`config.mk`:
```
export PLATFORM = sky130hd
export DESIGN_NAME = key_search_scheduler
export DESIGN_NICKNAME = d
export VERILOG_FILES = /design/src/rtl/key_search_scheduler.sv
export SDC_FILE = /design/constraint.sdc
export NUM_CORES = 1
export LEC_CHECK = 0
export ABC_AREA = 1
export BUFFER_PORTS_ARGS = -buffer_cell sky130_fd_sc_hd__buf_2
export CORE_MARGIN = 2
export CORE_UTILIZATION = 45
export DETAILED_ROUTE_END_ITERATION = 8
export HOLD_SLACK_MARGIN = 0.08
export PLACE_DENSITY_LB_ADDON = 0.15
export SYNTH_ARGS = -nofsm -noshare
export SYNTH_HDL_FRONTEND = slang
export SYNTH_SLANG_ARGS = --single-unit
export TNS_END_PERCENT = 100
```
`constraint.sdc`:
```
create_clock -name clk -period 2.8 [get_ports clk]
set_input_delay 0.28 -clock clk [delete_from_list [all_inputs] [get_ports clk]]
set_output_delay 0.28 -clock clk [all_outputs]
set_load 0.02 [all_outputs]
```
`src/rtl/key_search_scheduler.sv`:
```
// Brute-force RC4 key search scheduler: hands consecutive candidate keys to a
// pool of decoder cores over a level start/finish handshake, collects their
// verdicts and stops at the first valid key or once the key space is used up.
module key_search_scheduler #(
  parameter int unsigned           NUM_CORES = 4,
  parameter int unsigned           KEY_WIDTH = 24,
  parameter logic [KEY_WIDTH-1:0]  KEY_MAX   = 24'h3FFFFF
) (
  input  logic                             clk,
  input  logic                             reset,
  input  logic                             search_start,
  output logic                             search_busy,
  output logic                             search_done,
  output logic                             key_found,
  output logic [KEY_WIDTH-1:0]             found_key,
  output logic [NUM_CORES-1:0]             core_start,
  output logic [NUM_CORES*KEY_WIDTH-1:0]   core_key,
  input  logic [NUM_CORES-1:0]             core_finish,
  input  logic [NUM_CORES-1:0]             core_key_valid
);

  typedef enum logic [1:0] {StIdle, StRun, StDrain, StDone} state_e;
  typedef enum logic [1:0] {SlotFree, SlotWait, SlotRelease} slot_e;

  // One extra bit so the counter steps past an all-ones KEY_MAX instead of wrapping.
  localparam logic [KEY_WIDTH:0] KeyLimit = {1'b0, KEY_MAX};
  localparam logic [KEY_WIDTH:0] KeyOne   = (KEY_WIDTH+1)'(1);

  state_e               state_q;
  slot_e                slot_q [NUM_CORES];
  logic [KEY_WIDTH:0]   next_key_q;
  logic                 found_q;

  logic                 keys_left;
  logic                 dispatch_en;
  logic                 win_en;
  logic                 all_free;
  logic                 disp_taken;
  logic                 win_taken;
  logic [NUM_CORES-1:0] slot_free;
  logic [NUM_CORES-1:0] verdict_valid;
  logic [NUM_CORES-1:0] dispatch_oh;
  logic [KEY_WIDTH-1:0] win_key;

  assign keys_left   = (next_key_q <= KeyLimit);
  assign dispatch_en = (state_q == StRun) && keys_left && !found_q;
  assign win_en      = !found_q && (|verdict_valid);
  assign all_free    = &slot_free;

  // Pick the lowest free slot for dispatch and the lowest valid verdict for the result.
  always_comb begin
    slot_free     = '0;
    verdict_valid = '0;
    dispatch_oh   = '0;
    win_key       = '0;
    disp_taken    = 1'b0;
    win_taken     = 1'b0;
    for (int unsigned i = 0; i < NUM_CORES; i++) begin
      slot_free[i]     = (slot_q[i] == SlotFree);
      verdict_valid[i] = (slot_q[i] == SlotWait) && core_finish[i] && core_key_valid[i];
      if (dispatch_en && slot_free[i] && !disp_taken) begin
        dispatch_oh[i] = 1'b1;
        disp_taken     = 1'b1;
      end
      if (verdict_valid[i] && !win_taken) begin
        win_key   = core_key[i*KEY_WIDTH +: KEY_WIDTH];
        win_taken = 1'b1;
      end
    end
  end

  // Top-level search FSM with its registered status outputs and key counter.
  always_ff @(posedge clk or negedge reset) begin
    if (!reset) begin
      state_q     <= StIdle;
      next_key_q  <= '0;
      found_q     <= 1'b0;
      search_busy <= 1'b0;
      search_done <= 1'b0;
      key_found   <= 1'b0;
      found_key   <= '0;
    end else begin
      case (state_q)
        StIdle: begin
          if (search_start) begin
            state_q     <= StRun;
            next_key_q  <= '0;
            found_q     <= 1'b0;
            key_found   <= 1'b0;
            found_key   <= '0;
            search_busy <= 1'b1;
          end
        end
        StRun: begin
          if (|dispatch_oh) begin
            next_key_q <= next_key_q + KeyOne;
          end
          if (win_en) begin
            found_q   <= 1'b1;
            key_found <= 1'b1;
            found_key <= win_key;
          end
          if (found_q || !keys_left) begin
            state_q <= StDrain;
          end
        end
        StDrain: begin
          if (win_en) begin
            found_q   <= 1'b1;
            key_found <= 1'b1;
            found_key <= win_key;
          end
          // Only finish once every core has been walked back to idle.
          if (all_free) begin
            state_q     <= StDone;
            search_busy <= 1'b0;
            search_done <= 1'b1;
          end
        end
        StDone: begin
          if (!search_start) begin
            state_q     <= StIdle;
            search_done <= 1'b0;
          end
        end
        default: begin
          state_q <= StIdle;
        end
      endcase
    end
  end

  // Per-core slot FSMs driving the level start and the key handed to each core.
  always_ff @(posedge clk or negedge reset) begin
    if (!reset) begin
      for (int unsigned i = 0; i < NUM_CORES; i++) begin
        slot_q[i] <= SlotFree;
      end
      core_start <= '0;
      core_key   <= '0;
    end else begin
      for (int unsigned i = 0; i < NUM_CORES; i++) begin
        case (slot_q[i])
          SlotFree: begin
            if (dispatch_oh[i]) begin
              slot_q[i]                             <= SlotWait;
              core_start[i]                         <= 1'b1;
              core_key[i*KEY_WIDTH +: KEY_WIDTH]    <= next_key_q[KEY_WIDTH-1:0];
            end
          end
          SlotWait: begin
            if (core_finish[i]) begin
              slot_q[i]     <= SlotRelease;
              core_start[i] <= 1'b0;
            end
          end
          SlotRelease: begin
            if (!core_finish[i]) begin
              slot_q[i] <= SlotFree;
            end
          end
          default: begin
            slot_q[i]     <= SlotFree;
            core_start[i] <= 1'b0;
          end
        endcase
      end
    end
  end

endmodule

```
==> impl_metrics.tcl <==
set metrics [dict create \
    antenna_found_initial 0 \
    ys_warn_count 0 \
    startpoint_type "flop" \
    syn_nets 885 \
    cpMaxStageDelayCell "inv_2" \
    synth_ff_type "dfrtp_1" \
    synth_edf_count 0 \
    port_buffers 137 \
    holdPathEnd "slot_q[0]" \
    ir_drop_mv 0.7063 \
    max_cap_violations 0 \
    use_met2 0.3544 \
    period_needed_ps 2412 \
    grt_util_met1 0.3651 \
    multi_input_area_um2 3013 \
    min_period_over_period 0.8613 \
    rsz0062_at_grt "false" \
    ys_seq_area_frac 0.5330 \
    syn-cell-area_um2 7606 \
    io_pins 138 \
    track_usage 0.2428 \
    hp-start "core_finish[3]" \
    fill_cells 1571 \
    grt_pass1_wl_um 33680 \
    clock_latency_ps 430 \
    die_y_um 134.0 \
    met3_usage 0.04346 \
    hpwlAfterDp_um 14440 \
    fp.dieW_um 134.0 \
    wl_um 21320 \
    die_area_um2 17960 \
    end_kind "flop" \
    relSlewSlack 0.3134 \
    antenna_left 0 \
    via_per_inst 5.210 \
    start_util 0.4603 \
    overflow 0 \
    min_path_cells 2 \
    path_buf_inv 3 \
    coreArea_um2 16520 \
    cts_sinks 162 \
    nNetsFinal 1018 \
    worstSetupPathType "reg -> reg" \
    path_cells "ha_1 > inv_1 > nor2_4 > nand2_2 > inv_2 > nand4_1 > nand2_2 > nand2_4 > nor2_4 > inv_2 > o21ai_0" \
    area.growth.synth_to_final_pct 19.39 \
    cts_setup_buffers 0 \
    grt.busiest_layer "met1" \
    arrival_ps 2680 \
    slew_violations 0 \
    seqCellArea_um2 4054 \
    avgSynthCellArea_um2 8.753 \
    r2r-end "core_key[10]" \
    cts_hold_buf 1 \
    status "finished clean" \
    reg2regPathDepth 11 \
    cts_root_buffer "clkbuf_16" \
    utilization 0.5496 \
    r2r_slack_ps 390 \
    synthDistinctLibCells 32 \
    hold_violations 0 \
    via_count 6434 \
    clkTransAtPathRegs_ps 60 \
    crit_fanout 48 \
    async_flop_share 1.000 \
    cts_buffers 17 \
    cp.required_ps 3070 \
    htree_levels 4 \
    drc 0 \
    final_layout_size_suffix_gt1_frac 0.2315 \
    critPathTopFamily "buffers and inverters" \
    setup_tns_ps 0 \
    worstReg2RegStart "next_key_q[0]" \
    fmax_mhz 414.7 \
    cts_resized 0 \
    wl_per_cell_um 17.26 \
    cts_max_path_buffers 2 \
    setup_viol 0 \
    slowest_delay_ps 650 \
    grt_pass1_vias 5992 \
    leakage_nw 4.538 \
    hp-class "in -> reg" \
    row_count 47 \
    worst_pin_slew_ps 1029 \
    power_density_nw_per_um2 816.2 \
    grt_max_degree 72 \
    antenna_cells 0 \
    gp_congestion 0.8801 \
    synth_seq_cells 162 \
    first_pass_iters 4 \
    skew_ps 11.77 \
    cts_tree "done" \
    synthCells 869 \
    dr.first_iter.drc_count 522 \
]
## per-layer routing
| metal | part of all wire | up-vias |
|---|---|---|
| met3 | 0.047 | 34 |
| met4 | 0.021 | 0 |
| met1 | 0.49 | 3079 |
| met2 | 0.45 | 180 |
| li1 | - | 3141 |
| met5 | 0 | - |
## flip-flops by register name, indices dropped and copies added (netlist names)
| signal | flops |
|---|---|
| found_q | 1 |
| core_key | 96 |
| next_key_q | 25 |
| core_start | 4 |
| search_done | 1 |
| slot_q | 8 |
| found_key | 24 |
| state_q | 2 |
| search_busy | 1 |
## cell usage in the layout, fill, tap and decap left out, types with 8 or more instances in the layout
| cell | n |
|---|---|
| nand2_1 | 216 |
| o21ai_1 | 46 |
| inv_1 | 81 |
| nor2_1 | 53 |
| clkbuf_16 | 17 |
| nand3_1 | 34 |
| buf_2 | 136 |
| o21ai_0 | 62 |
| xor2_1 | 18 |
| buf_4 | 16 |
| nor3_1 | 10 |
| o211ai_1 | 24 |
| a21oi_1 | 32 |
| o21ai_2 | 18 |
| nand2_2 | 8 |
| a22oi_1 | 24 |
| dfrtp_1 | 162 |
## cell usage after synthesis, drive strengths merged, types with 5 or more instances
library cell    n  area (µm²)
ha              5       62.56
nand4           5       31.28
nand3          34       170.2
nor3           14       86.34
o211ai         24       180.2
buf            21       172.7
a22oi          24       180.2
inv            85       319.1
o21ai         126       698.2
nor2           62       280.3
a21oi          33       165.2
clkbuf         20       75.07
dfrtp         162        4054
xor2           18       157.7
nand2         227       894.6
## worst max-delay path by stage
stage / endpoint / slack, ps / cells past startpoint / startpoint
5_1_grt: next_key_q[22] / 160 / 14 / next_key_q[1]
3_3_place_gp: next_key_q[14] / 500 / 14 / next_key_q[1]
4_1_cts: core_key[10] / 370 / 11 / next_key_q[0]
3_5_place_dp: core_key[10] / 390 / 11 / next_key_q[0]
6_report: core_key[10] / 390 / 11 / next_key_q[0]
2_1_floorplan: core_key[21] / 860 / 14 / next_key_q[0]
## metrics by stage
step | setup slack (ps) | cells | total power [mW] | instance area [µm²] | hold slack [ps]
CTS | 368.9 | 1235 | 7.462 | 9081 | 81.63
global route | 161.5 | 1235 | 7.809 | 9081 | 88.27
floorplan | 863.6 | 869 | 4.459 | 7606 | -15.59
finish | 388.4 | 1235 | 7.412 | 9081 | 90.36
global placement | 500.0 | 1202 | 5.129 | 8493 | 338.2
detailed placement | 393.3 | 1202 | 5.159 | 8493 | 338.5
## cell families (layout without fill, tap and decap cells)
kind of cell               count (synthesis)  count (layout)  share of synthesized area
AOI/OAI and AO/OA                        213             213                     0.1681
xor gates and xnor gates                  19              19                    0.02188
adders and majority gates                  5               5                   0.008225
buffers and inverters                    126             272                    0.07452
DFF                                      162             162                     0.5330
and+or+nand+nor                          344             344                     0.1943
## where the power goes
| group | internal, mW | leakage (nW) | switching [mW] |
|---|---|---|---|
| Combinational | 0.583 | 2.03 | 1.78 |
| Sequential | 2.57 | 2.23 | 0.173 |
| Clock | 1.33 | 0.272 | 0.971 |
| Total | 4.48 | 4.54 | 2.93 |
## final cells by class
class | instances | area share
Multi-Input combinational cell | 581 | 0.3318
Tap cell | 220 | 0.03031
Timing Repair Buffer | 155 | 0.09273
Inverter | 85 | 0.03513
Clock buffer | 19 | 0.04877
Clock inverter | 13 | 0.01488
Sequential cell | 162 | 0.4464
Note: power is estimated with default switching activity, not from simulation.
